[src/rtl/cp0_timer_irq.sv]
// rtl/cp0_timer_irq.sv - CP0 register file with COUNT/COMPARE timer, interrupts and exception sequencing
module cp0_timer_irq #(
    parameter int          IRQ_LINES   = 6,
    parameter int          COUNT_DIV   = 1,
    parameter logic [31:0] EXC_VECTOR  = 32'h0000_3000,
    parameter logic [31:0] BOOT_VECTOR = 32'hBFC0_0380
) (
    input  logic                 clk,
    input  logic                 rst,
    input  logic [4:0]           reg_num,
    input  logic [2:0]           reg_sel,
    input  logic [31:0]          in_data,
    input  logic                 reg_wr,
    input  logic                 reg_rd,
    input  logic [2:0]           cop_op,
    input  logic [31:0]          next_pc,
    input  logic [31:0]          int_pc,
    input  logic [19:0]          code,
    input  logic [IRQ_LINES-1:0] irq,
    input  logic                 take_int,
    output logic [31:0]          out_data,
    output logic                 int_req,
    output logic                 redirect,
    output logic [31:0]          redirect_pc
);

    // Encodings shared with the decode stage (common.v).
    localparam logic [2:0] COP_OP_MV  = 3'd1;
    localparam logic [2:0] COP_OP_EN  = 3'd2;
    localparam logic [2:0] COP_OP_DIS = 3'd3;
    localparam logic [2:0] COP_OP_RET = 3'd4;
    localparam logic [2:0] COP_OP_SYS = 3'd5;
    localparam logic [2:0] COP_OP_BRK = 3'd6;

    localparam logic [4:0] REG_COUNT     = 5'd9;
    localparam logic [4:0] REG_COMPARE   = 5'd11;
    localparam logic [4:0] REG_STATUS    = 5'd12;
    localparam logic [4:0] REG_CAUSE     = 5'd13;
    localparam logic [4:0] REG_EPC       = 5'd14;
    localparam logic [4:0] REG_ERROR_EPC = 5'd30;

    localparam logic [31:0] STATUS_MASK  = 32'h0040_FF17;
    localparam logic [31:0] STATUS_RESET = 32'h0000_FF01;
    localparam logic [7:0]  PRESC_LAST   = 8'(COUNT_DIV - 1);

    logic [31:0]          status_q, status_d;
    logic [31:0]          count_q, count_d;
    logic [31:0]          compare_q, compare_d;
    logic [31:0]          epc_q, epc_d;
    logic [31:0]          error_epc_q, error_epc_d;
    logic [4:0]           exccode_q, exccode_d;
    logic [1:0]           ip_sw_q, ip_sw_d;
    logic                 ti_q, ti_d;
    logic [7:0]           presc_q, presc_d;
    logic [IRQ_LINES-1:0] irq_q;
    logic                 redirect_q, redirect_d;
    logic [31:0]          redirect_pc_q, redirect_pc_d;

    logic [5:0]  irq_ext;
    logic [7:0]  ip;
    logic [31:0] cause;
    logic [31:0] vector;
    logic        take_now;
    logic        mv_wr;
    logic        tick;
    logic        unused_code;

    assign unused_code = ^code;

    generate
        if (IRQ_LINES < 6) begin : g_pad_irq
            assign irq_ext = {{(6 - IRQ_LINES){1'b0}}, irq_q};
        end else begin : g_full_irq
            assign irq_ext = irq_q;
        end
    endgenerate

    // The timer interrupt shares IP[7] with the top external line.
    assign ip      = {irq_ext[5] | ti_q, irq_ext[4:0], ip_sw_q};
    assign cause   = {1'b0, ti_q, 14'b0, ip, 1'b0, exccode_q, 2'b00};
    assign vector  = status_q[22] ? BOOT_VECTOR : EXC_VECTOR;
    assign int_req = status_q[0] & ~status_q[1] & ~status_q[2] & (|(ip & status_q[15:8]));

    assign take_now = take_int & int_req;
    assign mv_wr    = ~take_now & (cop_op == COP_OP_MV) & reg_wr & (reg_sel == 3'd0);
    assign tick     = (presc_q == PRESC_LAST);

    always_comb begin
        out_data = 32'h0;
        if (cop_op == COP_OP_MV && reg_rd && reg_sel == 3'd0) begin
            case (reg_num)
                REG_COUNT:     out_data = count_q;
                REG_COMPARE:   out_data = compare_q;
                REG_STATUS:    out_data = status_q;
                REG_CAUSE:     out_data = cause;
                REG_EPC:       out_data = epc_q;
                REG_ERROR_EPC: out_data = error_epc_q;
                default:       out_data = 32'h0;
            endcase
        end else if (cop_op == COP_OP_EN || cop_op == COP_OP_DIS) begin
            out_data = status_q;
        end
    end

    always_comb begin
        status_d      = status_q;
        count_d       = count_q;
        compare_d     = compare_q;
        epc_d         = epc_q;
        error_epc_d   = error_epc_q;
        exccode_d     = exccode_q;
        ip_sw_d       = ip_sw_q;
        ti_d          = ti_q;
        presc_d       = tick ? 8'd0 : presc_q + 8'd1;
        redirect_d    = 1'b0;
        redirect_pc_d = redirect_pc_q;

        if (tick) begin
            count_d = count_q + 32'd1;
            if (count_q + 32'd1 == compare_q) begin
                ti_d = 1'b1;
            end
        end

        if (mv_wr) begin
            case (reg_num)
                REG_COUNT: begin
                    count_d = in_data;
                    presc_d = 8'd0;
                end
                REG_COMPARE: begin
                    compare_d = in_data;
                    ti_d      = 1'b0;
                end
                REG_STATUS:    status_d    = in_data & STATUS_MASK;
                REG_CAUSE:     ip_sw_d     = in_data[9:8];
                REG_EPC:       epc_d       = in_data;
                REG_ERROR_EPC: error_epc_d = in_data;
                default: ;
            endcase
        end

        // An accepted interrupt swallows whatever op arrived alongside it.
        if (take_now) begin
            epc_d         = int_pc;
            exccode_d     = 5'd0;
            status_d[1]   = 1'b1;
            redirect_d    = 1'b1;
            redirect_pc_d = vector;
        end else begin
            case (cop_op)
                COP_OP_EN:  status_d[0] = 1'b1;
                COP_OP_DIS: status_d[0] = 1'b0;
                COP_OP_RET: begin
                    redirect_d = 1'b1;
                    if (status_q[2]) begin
                        redirect_pc_d = error_epc_q;
                        status_d[2]   = 1'b0;
                    end else begin
                        redirect_pc_d = epc_q;
                        status_d[1]   = 1'b0;
                    end
                end
                COP_OP_SYS, COP_OP_BRK: begin
                    epc_d         = next_pc;
                    exccode_d     = (cop_op == COP_OP_SYS) ? 5'd8 : 5'd9;
                    status_d[1]   = 1'b1;
                    redirect_d    = 1'b1;
                    redirect_pc_d = vector;
                end
                default: ;
            endcase
        end
    end

    always_ff @(posedge clk or posedge rst) begin
        if (rst) begin
            status_q      <= STATUS_RESET;
            count_q       <= 32'h0;
            compare_q     <= 32'h0;
            epc_q         <= 32'h0;
            error_epc_q   <= 32'h0;
            exccode_q     <= 5'd0;
            ip_sw_q       <= 2'b00;
            ti_q          <= 1'b0;
            presc_q       <= 8'd0;
            irq_q         <= '0;
            redirect_q    <= 1'b0;
            redirect_pc_q <= 32'h0;
        end else begin
            status_q      <= status_d;
            count_q       <= count_d;
            compare_q     <= compare_d;
            epc_q         <= epc_d;
            error_epc_q   <= error_epc_d;
            exccode_q     <= exccode_d;
            ip_sw_q       <= ip_sw_d;
            ti_q          <= ti_d;
            presc_q       <= presc_d;
            irq_q         <= irq;
            redirect_q    <= redirect_d;
            redirect_pc_q <= redirect_pc_d;
        end
    end

    assign redirect    = redirect_q;
    assign redirect_pc = redirect_pc_q;

endmodule

[config.mk]
export PLATFORM = sky130hd
export DESIGN_NAME = cp0_timer_irq
export DESIGN_NICKNAME = d
export VERILOG_FILES = /design/src/rtl/cp0_timer_irq.sv
export SDC_FILE = /design/constraint.sdc
export NUM_CORES = 1
export LEC_CHECK = 0
export CAP_MARGIN = 20
export CORE_ASPECT_RATIO = 0.9
export CORE_UTILIZATION = 53
export DETAILED_ROUTE_END_ITERATION = 10
export PLACE_DENSITY = 0.79
export RECOVER_POWER = 100
export SYNTH_ARGS = -nofsm -noshare
export SYNTH_HDL_FRONTEND = slang
export SYNTH_SLANG_ARGS = --single-unit
export TNS_END_PERCENT = 5
[constraint.sdc]
create_clock -name clk -period 10.6 [get_ports clk]
set_input_delay 3.18 -clock clk [delete_from_list [all_inputs] [get_ports clk]]
set_output_delay 3.18 -clock clk [all_outputs]
set_load 0.05 [all_outputs]
==> summary.md <==
| Metric | Value |
|---|---|
| Initial Utilization | 0.548 |
| WL per Instance | 21.7 µm |
| Hold Slack | 0.480 ns |
| CP required | 7.42 ns |
| Final setup margin | 0.593 ns |
| All-layer global routing usage | 0.329 |
| Worst path most repeated cell | clkbuf_1 |
| Worst Max-Slew Pin Slew | 5.32 ns |
| DR pass1 iterations | 6 |
| Cells after Synth | 1168 |
| Peak supply drop | 0.105 mV |
| Status | finished, violations left |
| Clock Latency Late Sink | 0.46 ns |
| Grt ovf | 0 |
| Failing checks | capacitance limit, slew limit |
| Synthesis-stage register bit count | 193 |
| CTS tree | done |
| PD cells | 166 nW/µm² |
| Num Clock Sinks | 193 |
| Critical path class | input port to output pin |
| Total number of vias | 9790 |
| Unrepaired setup endpoints after global routing | false |
| Critical path peak fanout | 13 |
| Fmax | 99.9 MHz |
| Crit path cell chain | dlygate4sd3_1, nor2b_1, nand3_1, buf_4, nor2_1, clkbuf_1, clkbuf_1, a221oi_1, nor2_1, clkbuf_1 |
| Area Growth Syn to Fin | 22.9% |
| Post-CTS sizing | 0 |
| Tmin final | 10.01 ns |
| Async S/R FF share, synth | 1.00 |
| Share of layout cells above drive strength 1 | 0.124 |
| Port Buffer Count | 183 |
| Die area | 21600 µm² |
| FF+latch area | 4840 µm² |
| Final wirelength | 34700 µm |
| Width of the die | 155 µm |
| Initial antenna violation count | 2 |
| Layout Cells excl Fill | 1601 |
| Headroom to the max-slew limit | -2.56 |
| Most common cell after layout, fill and taps aside | dfrtp_1 |
| DRC viols | 0 |
| Crit start category | input port |
| Fin. Hold Viols | 0 |
| Worst setup EP type | output pin |
| Dominant synthesized flop cell | dfrtp_1 |
| Final worst-path cycle share | 0.944 |
| DIE HEIGHT | 139 µm |
| Number of global-route vias before repair | 9531 |
| Num CTS Buffers | 17 |
| Crit path DAT | 6.83 ns |
| Dpl cells | 1566 |
| Multi-input gate area | 5870 µm² |
| Htree depth | 4 |
| Clock-pin slew on the worst setup and hold paths | 0.08 ns |
| Hold buffers post-CTS | 0 |
| Final Slew Violations | 404 |
| Post-synthesis sequential area ratio | 0.436 |
| WP buf/inv | 5 |
| Mapped Nets | 1309 |
| Top delay family on crit path | buffers and inverters |
| GPL Wtd Cong | 0.903 |
| Clk buf depth | 2 |
| GR Util met1 | 0.474 |
| Avg Inst Size Synth | 9.52 µm² |
| Static leakage | 5.92 nW |
| GRT met2 Usage | 0.506 |
| Yosys top cell by area | dfrtp_1 |
| Setup TNS | 0 ns |
| Yosys top cell area share | 0.414 |
| HPWL after DPL | 24900 µm |
| Core area | 20300 µm² |
| Slowest stage cell, crit path | dlygate4sd3_1 |
| Largest net degree at the start of global routing | 120 |
| Post-synth EDFFs | 0 |
| Row count | 49 |
| Antenna Nets Post-Route | 0 |
| Starting DRC count in detailed routing | 1018 |
| Synth cell types | 62 |
| Fillers | 1595 |
| Met3 GRT Util | 0.0645 |
| Worst Skew | 0.0185 ns |
| Ys Warns | 0 |
| First-pass GRT wire length | 54100 µm |
| Setup WS pre-CTS | 1.28 ns |
| Dominant cells by area after synthesis | dfrtp_1 41%, mux2i_1 9.3%, mux2_2 8.0%, o21ai_0 5.2%, nand2_1 5.2% |
| Max-cap violation count | 7 |
| Most frequent cells in the layout | 183 x dfrtp_1, 152 x nand2_1, 116 x o21ai_0, 106 x nor2_1, 106 x clkdlybuf4s50_1 |
| Fin nets | 1447 |
| # IOs | 204 |
| # setup viols final | 0 |
| Hold crit path type | flop to flop |
| Vias per Instance | 6.11 |
| Crit-path max cell delay | 0.63 ns |
| Mapped cell area | 11100 µm² |
| Root buffer cell | clkbuf_16 |
| Postcts setup bufs | 0 |
| GR peak layer | met2 |
-- area by class of cell --
class,count,share of cell area
repair buffers,203,0.142
clock inverters,14,0.0134
clock buffers,18,0.0321
inverters,9,0.00256
multi-input cells,882,0.430
well taps,280,0.0256
flip-flops and latches,193,0.354
diodes,2,0.000366
-- tightest hold or removal path: stages (launching register included) --
cell and delay (ns):
dfrtp_1 0.34, nand2_1 0.04, o21ai_0 0.06
-- metrics by stage --
step	util	area, µm²	total power [W]
after floorplan	-	11100	0.00140
after global placement	0.655	13300	0.00158
after detailed placement	0.655	13300	0.00161
after CTS	0.685	13900	0.00227
after global routing	0.673	13700	0.00237
final	0.673	13700	0.00227
-- synthesized netlist by cell type (8+ instances only) --
cell and instances:
a211oi_1 10, a21oi_1 53, a221oi_1 23, and3_1 8, buf_1 8, buf_2 16
clkbuf_1 52, dfrtp_1 184, dfstp_2 9, mux2_2 79, mux2i_1 103, nand2_1 153
nand3_1 22, nand4_1 19, nor2_1 106, nor2b_1 10, nor3_1 11, nor4_1 9
o21ai_0 116, o22ai_1 11, xnor2_1 48, xor2_1 35
-- path summary, 6_finish.rpt --
path                                   end  cells after the start            start  slack (ns)
min in group asynchronous      count_q[14]                      2              rst        4.85
max reg2reg                error_epc_q[24]                      8       irq_ext[4]        2.20
min                        redirect_pc[15]                      2  redirect_pc[15]        0.48
max                           out_data[21]                     10       reg_num[2]        0.59
max in group asynchronous    compare_q[16]                      3              rst        2.31
min reg2reg                redirect_pc[15]                      2  redirect_pc[15]        0.48
-- sequential cells by signal, summed over array words and instances (netlist names), 2 cells and up --
| register | cells |
|---|---|
| ip_sw_q | 2 |
| compare_q | 32 |
| error_epc_q | 32 |
| count_q | 32 |
| irq_ext | 6 |
| exccode_q | 2 |
| presc_q | 8 |
| redirect_pc | 32 |
| status_q | 13 |
| epc_q | 32 |
-- where the power goes --
group | leakage (nW) | total (W) | switching (W) | internal (W)
combinational | 3.21 | 0.000648 | 0.000390 | 0.000258
sequential | 2.40 | 0.000950 | 0.000125 | 0.000825
clock | 0.303 | 0.000670 | 0.000341 | 0.000329
total | 5.92 | 0.00227 | 0.000856 | 0.00141
-- logic make-up (layout without fill, tap and decap cells) --
family,count (synthesis),after routing,synth area share
flops,193,193,0.436
xor+xnor,83,83,0.0654
mux,182,182,0.173
compound gates,242,242,0.129
buf+inv,93,244,0.0352
simple gates,371,371,0.158
fa+ha+maj,4,4,0.00428
other cells,0,2,0
-- per-layer routing --
layer,up-vias,routed length (µm)
li1,4418,-
met1,4842,15200
met2,461,16000
met3,69,2760
met4,0,740
met5,-,0
Note: power is estimated with default switching activity, not from simulation.
